==> src/rtl/riscv_pkg.sv <==
// Shared RV32M multiply/divide types: operation codes (RV32M funct3),
// sequencer states, default datapath width and small opcode decoders.
package riscv_pkg;

  localparam int BUS_WIDTH = 32;

  typedef enum logic [2:0] {
    MD_MUL    = 3'd0,
    MD_MULH   = 3'd1,
    MD_MULHSU = 3'd2,
    MD_MULHU  = 3'd3,
    MD_DIV    = 3'd4,
    MD_DIVU   = 3'd5,
    MD_REM    = 3'd6,
    MD_REMU   = 3'd7
  } muldiv_op_e;

  typedef enum logic [1:0] {
    ST_IDLE = 2'd0,
    ST_CALC = 2'd1,
    ST_FIX  = 2'd2,
    ST_DONE = 2'd3
  } muldiv_state_e;

  // Divide-class operations (quotient or remainder)
  function automatic logic op_is_div(input muldiv_op_e op);
    return (op == MD_DIV) || (op == MD_DIVU) || (op == MD_REM) || (op == MD_REMU);
  endfunction

  // rs1 is interpreted as two's complement
  function automatic logic op_a_signed(input muldiv_op_e op);
    return (op == MD_MUL) || (op == MD_MULH) || (op == MD_MULHSU) ||
           (op == MD_DIV) || (op == MD_REM);
  endfunction

  // rs2 is interpreted as two's complement
  function automatic logic op_b_signed(input muldiv_op_e op);
    return (op == MD_MUL) || (op == MD_MULH) || (op == MD_DIV) || (op == MD_REM);
  endfunction

endpackage

==> src/rtl/muldiv_step.sv <==
// One combinational radix-2 iteration on magnitudes: either a shift-add
// multiply step on the double-width product, or a restoring shift-subtract
// divide step on the remainder/quotient pair. The registers that the
// selected operation does not use pass through unchanged.
module muldiv_step
  import riscv_pkg::*;
#(
  parameter int XLEN = BUS_WIDTH
) (
  input  logic                i_is_div,
  input  logic [2*XLEN-1:0]   i_prod,
  input  logic [XLEN-1:0]     i_opb,
  input  logic [XLEN:0]       i_rem,
  input  logic [XLEN-1:0]     i_quo,
  output logic [2*XLEN-1:0]   o_prod,
  output logic [XLEN:0]       o_rem,
  output logic [XLEN-1:0]     o_quo
);

  logic [XLEN:0]   w_sum;
  logic [XLEN+1:0] w_shift;
  logic [XLEN+1:0] w_diff;

  // Single iteration: add-and-shift for multiply, trial subtract for divide
  always_comb begin
    w_sum   = {1'b0, i_prod[2*XLEN-1:XLEN]} +
              (i_prod[0] ? {1'b0, i_opb} : {(XLEN+1){1'b0}});
    w_shift = {i_rem, i_quo[XLEN-1]};
    w_diff  = w_shift - {2'b00, i_opb};
    o_prod  = i_prod;
    o_rem   = i_rem;
    o_quo   = i_quo;
    if (i_is_div) begin
      if (!w_diff[XLEN+1]) begin
        o_rem = w_diff[XLEN:0];
        o_quo = {i_quo[XLEN-2:0], 1'b1};
      end else begin
        o_rem = w_shift[XLEN:0];
        o_quo = {i_quo[XLEN-2:0], 1'b0};
      end
    end else begin
      o_prod = {w_sum, i_prod[XLEN-1:1]};
    end
  end

endmodule

==> src/rtl/iter_muldiv_unit.sv <==
// Iterative RV32M multiply/divide unit for the execute stage. Operands are
// reduced to magnitudes on accept, iterated one bit per cycle, sign-corrected
// in FIX and published from registered outputs in DONE until consumed.
module iter_muldiv_unit
  import riscv_pkg::*;
#(
  parameter int XLEN      = BUS_WIDTH,
  parameter bit FAST_ZERO = 1'b1
) (
  input  logic            clk,
  input  logic            rst_n,
  input  logic            flush_i,
  input  logic            in_valid_i,
  output logic            in_ready_o,
  input  logic [2:0]      op_i,
  input  logic [XLEN-1:0] a_i,
  input  logic [XLEN-1:0] b_i,
  output logic            out_valid_o,
  input  logic            out_ready_i,
  output logic [XLEN-1:0] result_o,
  output logic            div_zero_o,
  output logic            over_under_flow
);

  localparam int CW = $clog2(XLEN);

  muldiv_state_e     r_state;
  muldiv_op_e        r_op;
  logic [CW-1:0]     r_cnt;
  logic [2*XLEN-1:0] r_prod;
  logic [XLEN-1:0]   r_opb;
  logic [XLEN:0]     r_rem;
  logic [XLEN-1:0]   r_quo;
  logic              r_neg_q;
  logic              r_neg_r;
  logic              r_b_zero;
  logic              r_min_neg1;
  logic [XLEN-1:0]   r_res;
  logic              r_dz;
  logic              r_ovf;
  logic              r_in_ready;
  logic              r_out_valid;
  logic [XLEN-1:0]   r_result;
  logic              r_div_zero;
  logic              r_ovf_out;

  // Accept-side decode
  muldiv_op_e        w_op;
  logic              w_sa;
  logic              w_sb;
  logic [XLEN-1:0]   w_abs_a;
  logic [XLEN-1:0]   w_abs_b;
  logic              w_b_zero;
  logic              w_min_neg1;
  logic              w_fast;

  // Iteration step outputs
  logic [2*XLEN-1:0] w_prod_n;
  logic [XLEN:0]     w_rem_n;
  logic [XLEN-1:0]   w_quo_n;

  // Fix-up values
  logic [2*XLEN-1:0] w_prod_c;
  logic [XLEN-1:0]   w_quo_c;
  logic [XLEN-1:0]   w_rem_c;
  logic [XLEN-1:0]   w_fix_res;
  logic              w_fix_dz;
  logic              w_fix_ovf;

  assign in_ready_o      = r_in_ready;
  assign out_valid_o     = r_out_valid;
  assign result_o        = r_result;
  assign div_zero_o      = r_div_zero;
  assign over_under_flow = r_ovf_out;

  // Operand magnitudes and special-case detection for a new request;
  // the magnitude of the most negative value wraps to itself and is then
  // read as the unsigned 2^(XLEN-1)
  always_comb begin
    w_op       = muldiv_op_e'(op_i);
    w_sa       = op_a_signed(w_op) & a_i[XLEN-1];
    w_sb       = op_b_signed(w_op) & b_i[XLEN-1];
    w_abs_a    = w_sa ? ({XLEN{1'b0}} - a_i) : a_i;
    w_abs_b    = w_sb ? ({XLEN{1'b0}} - b_i) : b_i;
    w_b_zero   = (b_i == {XLEN{1'b0}});
    w_min_neg1 = op_is_div(w_op) & op_b_signed(w_op) &
                 (a_i == {1'b1, {(XLEN-1){1'b0}}}) & (b_i == {XLEN{1'b1}});
    w_fast     = FAST_ZERO & op_is_div(w_op) & (w_b_zero | w_min_neg1);
  end

  muldiv_step #(
    .XLEN (XLEN)
  ) u_step (
    .i_is_div (op_is_div(r_op)),
    .i_prod   (r_prod),
    .i_opb    (r_opb),
    .i_rem    (r_rem),
    .i_quo    (r_quo),
    .o_prod   (w_prod_n),
    .o_rem    (w_rem_n),
    .o_quo    (w_quo_n)
  );

  // Sign correction, result selection and flag generation for the FIX cycle
  always_comb begin
    w_prod_c = r_neg_q ? ({(2*XLEN){1'b0}} - r_prod) : r_prod;
    if (r_b_zero) begin
      w_quo_c = {XLEN{1'b1}};
    end else if (r_neg_q) begin
      w_quo_c = {XLEN{1'b0}} - r_quo;
    end else begin
      w_quo_c = r_quo;
    end
    w_rem_c = r_neg_r ? ({XLEN{1'b0}} - r_rem[XLEN-1:0]) : r_rem[XLEN-1:0];
    case (r_op)
      MD_MUL:                      w_fix_res = w_prod_c[XLEN-1:0];
      MD_MULH, MD_MULHSU, MD_MULHU: w_fix_res = w_prod_c[2*XLEN-1:XLEN];
      MD_DIV, MD_DIVU:             w_fix_res = w_quo_c;
      MD_REM, MD_REMU:             w_fix_res = w_rem_c;
      default:                     w_fix_res = {XLEN{1'b0}};
    endcase
    if (op_is_div(r_op)) begin
      w_fix_dz  = r_b_zero;
      w_fix_ovf = r_min_neg1;
    end else begin
      w_fix_dz  = 1'b0;
      w_fix_ovf = (w_prod_c[2*XLEN-1:XLEN] != {XLEN{w_prod_c[XLEN-1]}});
    end
  end

  // Sequencer FSM with datapath registers and registered handshake outputs
  always_ff @(posedge clk or negedge rst_n) begin
    if (!rst_n) begin
      r_state     <= ST_IDLE;
      r_op        <= MD_MUL;
      r_cnt       <= {CW{1'b0}};
      r_prod      <= {(2*XLEN){1'b0}};
      r_opb       <= {XLEN{1'b0}};
      r_rem       <= {(XLEN+1){1'b0}};
      r_quo       <= {XLEN{1'b0}};
      r_neg_q     <= 1'b0;
      r_neg_r     <= 1'b0;
      r_b_zero    <= 1'b0;
      r_min_neg1  <= 1'b0;
      r_res       <= {XLEN{1'b0}};
      r_dz        <= 1'b0;
      r_ovf       <= 1'b0;
      r_in_ready  <= 1'b1;
      r_out_valid <= 1'b0;
      r_result    <= {XLEN{1'b0}};
      r_div_zero  <= 1'b0;
      r_ovf_out   <= 1'b0;
    end else if (flush_i) begin
      r_state     <= ST_IDLE;
      r_in_ready  <= 1'b1;
      r_out_valid <= 1'b0;
    end else begin
      case (r_state)
        ST_IDLE: begin
          if (in_valid_i) begin
            r_op       <= w_op;
            r_cnt      <= CW'(XLEN-1);
            r_prod     <= {{XLEN{1'b0}}, w_abs_a};
            r_opb      <= w_abs_b;
            r_quo      <= w_abs_a;
            r_rem      <= (w_fast & w_b_zero) ? {1'b0, w_abs_a} : {(XLEN+1){1'b0}};
            r_neg_q    <= w_sa ^ w_sb;
            r_neg_r    <= w_sa;
            r_b_zero   <= w_b_zero;
            r_min_neg1 <= w_min_neg1;
            r_in_ready <= 1'b0;
            r_state    <= w_fast ? ST_FIX : ST_CALC;
          end
        end
        ST_CALC: begin
          r_prod <= w_prod_n;
          r_rem  <= w_rem_n;
          r_quo  <= w_quo_n;
          if (r_cnt == {CW{1'b0}}) begin
            r_state <= ST_FIX;
          end else begin
            r_cnt <= r_cnt - {{(CW-1){1'b0}}, 1'b1};
          end
        end
        ST_FIX: begin
          r_res   <= w_fix_res;
          r_dz    <= w_fix_dz;
          r_ovf   <= w_fix_ovf;
          r_state <= ST_DONE;
        end
        ST_DONE: begin
          if (!r_out_valid) begin
            r_out_valid <= 1'b1;
            r_result    <= r_res;
            r_div_zero  <= r_dz;
            r_ovf_out   <= r_ovf;
          end else if (out_ready_i) begin
            r_out_valid <= 1'b0;
            r_in_ready  <= 1'b1;
            r_state     <= ST_IDLE;
          end
        end
        default: begin
          r_state     <= ST_IDLE;
          r_in_ready  <= 1'b1;
          r_out_valid <= 1'b0;
        end
      endcase
    end
  end

endmodule

==> config.mk <==
export PLATFORM = sky130hd
export DESIGN_NAME = iter_muldiv_unit
export DESIGN_NICKNAME = d
export VERILOG_FILES = /design/src/rtl/riscv_pkg.sv /design/src/rtl/muldiv_step.sv /design/src/rtl/iter_muldiv_unit.sv
export SDC_FILE = /design/constraint.sdc
export NUM_CORES = 1
export LEC_CHECK = 0
export CAP_MARGIN = 40
export CORE_MARGIN = 2
export CORE_UTILIZATION = 60
export CTS_CLUSTER_DIAMETER = 40
export DETAILED_ROUTE_END_ITERATION = 10
export PLACE_DENSITY = 0.91
export RECOVER_POWER = 25
export SLEW_MARGIN = 40
export SYNTH_ARGS = -nofsm -noshare
export SYNTH_HDL_FRONTEND = slang
export SYNTH_HIERARCHICAL = 1
export SYNTH_SLANG_ARGS = --single-unit
==> constraint.sdc <==
create_clock -name clk -period 6.9 [get_ports clk]
set_input_delay 1.38 -clock clk [delete_from_list [all_inputs] [get_ports clk]]
set_output_delay 1.38 -clock clk [all_outputs]
set_load 0.02 [all_outputs]
==> key figures <==
Status
  – Outcome: finished clean

Drt
  – Iter 0 DRT Violations: 2,730
  – Metal2 WL: 29.41 mm
  – Vias post-DR: 20,376
  – Vias per cell: 6.734
  – Met3 wire length: 7.617 mm
  – DRT Wirelength: 67.85 mm
  – Residual DRC count: 0
  – Drt first pass iters: 6
  – DR top layer: met4
  – WL met1: 27.06 mm
  – Final ANT Viol Nets: 0
  – Routed wire per std cell: 22.42 um

Global route
  – Vias in the first global route: 18,709
  – All-Layer GR Usage: 0.3784
  – Pin count of the biggest net entering global routing: 152
  – Overflow after GRT: 0
  – First-pass GRT wire length: 105.5 mm
  – Antenna violations before repair: 0

Worst setup path
  – R2R Setup Slk: 2.62 ns
  – Crit-path leading delay family: simple AND/OR/NAND/NOR gates
  – R2r startpoint: r_opb[1]
  – Critical Path End: r_state[1]
  – Critical Path, Cell by Cell: clkdlybuf4s50_1 > or4_1 > or3_1 > or3_1 > or2_2 > or4_1 > a211oi_1 > a21oi_1 > o31ai_1
  – Crit. path cell count: 9
  – Startpoint Class: input pin
  – Reg2Reg Depth: 14
  – Crit path capture type: flip-flop
  – Slowest cell on crit path: or4_1
  – Worst path required time: 7.35 ns
  – Critical Path Start: b_i[18]
  – CP Class: in -> reg
  – Crit Path Max Fanout: 5
  – Max incr delay on CP: 0.57 ns
  – CP bufs+invs: 1
  – Arrival time worst endpoint: 4.85 ns
  – RR Endpoint: r_rem[1]

STA
  – Slew @ Worst Pin: 0.8281 ns
  – Highest clock rate: 227.7 MHz
  – Final Hold Viols: 0
  – Clock Skews: 0.03310 ns
  – Setup TNS: 0 ns
  – Post-layout min period: 4.391 ns
  – Crit share post-route: 0.6364
  – Max-slew violation count: 0
  – RSZ-0062 raised after global routing: false
  – Slew HR: 0.4479
  – Min setup slack post-route: 2.509 ns
  – Final count of negative-setup-slack endpoints: 0

Finish
  – ANT cells: 0
  – Layout cells sized above 1: 0.09154
  – Fin nets: 2,699
  – Area growth syn-to-layout: 12.87%

Clocking
  – Postcts setup bufs: 0
  – Clk pin slew, worst setup/hold paths: 0.06 ns
  – Worst-Skew Late Latency: 0.58 ns
  – CTS Buffer Depth: 3
  – Clk root buf: clkbuf_16
  – CTS Hold Buffers Added: 0
  – CTS tree: done
  – H-tree depth: 2
  – Num CTS Buffers: 40
  – Cts repair resizes: 0
  – Clock sink count: 245

Yosys
  – Yosys top cell area share: 0.3013
  – Top post-synthesis cells by count: 337 x nand2_1, 244 x dfrtp_1, 241 x o21ai_0
  – Synth area leader: dfrtp_1
  – Share of flip-flops with an asynchronous set or reset after synthesis: 1.000
  – Syn Nets: 2,682
  – Syn_area_per_cell: 8.005 um^2
  – EDFF count, synth: 0
  – Count leader, synth: nand2_1
  – #FFs+latches synth: 245
  – YS warnings: 6
  – Synth area leaders: dfrtp_1 30%, nand2_1 6.2%, o21ai_0 6.0%
  – Register area share after synthesis: 0.3025
  – Post-Synthesis Cells: 2,532
  – Top FF cell, synth: dfrtp_1
  – Cell Area, Synth: 20,270 um^2
  – Yosys cell types: 84

Die
  – Placeable core area: 33,360 um^2
  – Die area: 35,270 um^2
  – Die width: 187.8 um
  – Chip Height: 187.8 um
  – Initial Utilization: 0.6075
  – I/O pin count: 108
  – Row count: 67

Placement
  – Pre-CTS worst setup slack: 2.223 ns
  – GPL Wtd Cong: 0.9899
  – Detail Placement HPWL: 49.41 mm
  – Port Buf Inserts: 107

Worst hold path
  – Worst Hold Class: reg -> reg

Run
  – Max Cap Viol: 0

Power and ir drop
  – Peak supply drop: 0.0004170 V
  – Pwr per Cell Area: 590.3 nW/um^2
  – Pleak: 9.740 nW
## worst min-delay path: cells and delay by family, from the launching register on
kind             cells  cell delay [ns]
DFF                  1             0.34
and+or+nand+nor      2             0.10
## registers in the layout, indices dropped and copies added, names as in the netlist, 2 cells and up
name,flops
r_cnt,5
r_op,3
r_opb,32
r_prod,64
r_quo,32
r_rem,33
r_res,32
r_state,2
result_o,32
## layer usage
metal,GRT usage,vias to the layer above
li1,-,9180
met1,0.5171,9672
met2,0.5729,1293
met3,0.07655,231
met4,0.1878,0
met5,0,-
## worst min-delay path by stage
stage	start	end	cells past startpoint
2_1_floorplan	r_dz	r_dz	2
3_3_place_gp	r_dz	r_dz	2
3_5_place_dp	r_dz	r_dz	2
4_1_cts	r_dz	r_dz	2
5_1_grt	r_res[23]	r_res[23]	2
6_report	r_dz	r_dz	2
## cells in the final DEF, fill, tap and decap left out, drive strengths merged, types with 31 or more instances in the layout
master         Yosys  routed
mux2             102     102
clkbuf           133      43
nand3             63      63
xor2             133     133
a221oi            46      46
ha                76      76
nor2             215     215
or3               34      34
nand2            338     338
o31ai             54      54
a21oi            206     206
nor3              38      38
inv               64      74
clkdlybuf4s50      0     106
xnor2            106     106
a21o              31      31
and2              43      43
dfrtp            244     244
o21ai            249     249
## through the flow
stage	utilization	cell area, um^2	hold WS (ns)	cells	total power [W]
6_report	0.6856	22880	0.4738	3026	0.01350
2_1_floorplan	-	20270	0.4331	2532	0.008857
4_1_cts	0.6843	22830	0.4743	3024	0.01320
3_3_place_gp	0.6429	21450	0.4478	2952	0.01077
5_1_grt	0.6856	22880	0.5027	3026	0.01432
3_5_place_dp	0.6439	21480	0.4614	2953	0.01109
## cell type report
cell class / instances / area, um^2
Inverter: 65 / 244.0
Clock inverter: 28 / 315.3
Timing Repair Buffer: 129 / 1309
Multi-Input combinational cell: 2068 / 13280
Clock buffer: 43 / 1032
Sequential cell: 245 / 6138
Fill cell: 2696 / 10490
Tap cell: 448 / 560.5
## kinds of logic (layout without fill, tap and decap cells)
family	count (synthesis)	after routing	share of synthesized area
buffers and inverters	219	265	0.04432
adder cells (fa/ha/maj)	78	78	0.04889
XOR/XNOR	239	239	0.1042
AO/OA/AOI/OAI	733	733	0.2229
flip-flops	245	245	0.3025
AND/OR/NAND/NOR	887	887	0.2062
multiplexers	131	131	0.07099
## power breakdown
part           total (W)  internal, W  switching, W
sequential       0.00321      0.00207       0.00114
combinational    0.00826      0.00325       0.00501
clock            0.00203      0.00123      0.000803
Power figures use the tool's default switching activity.
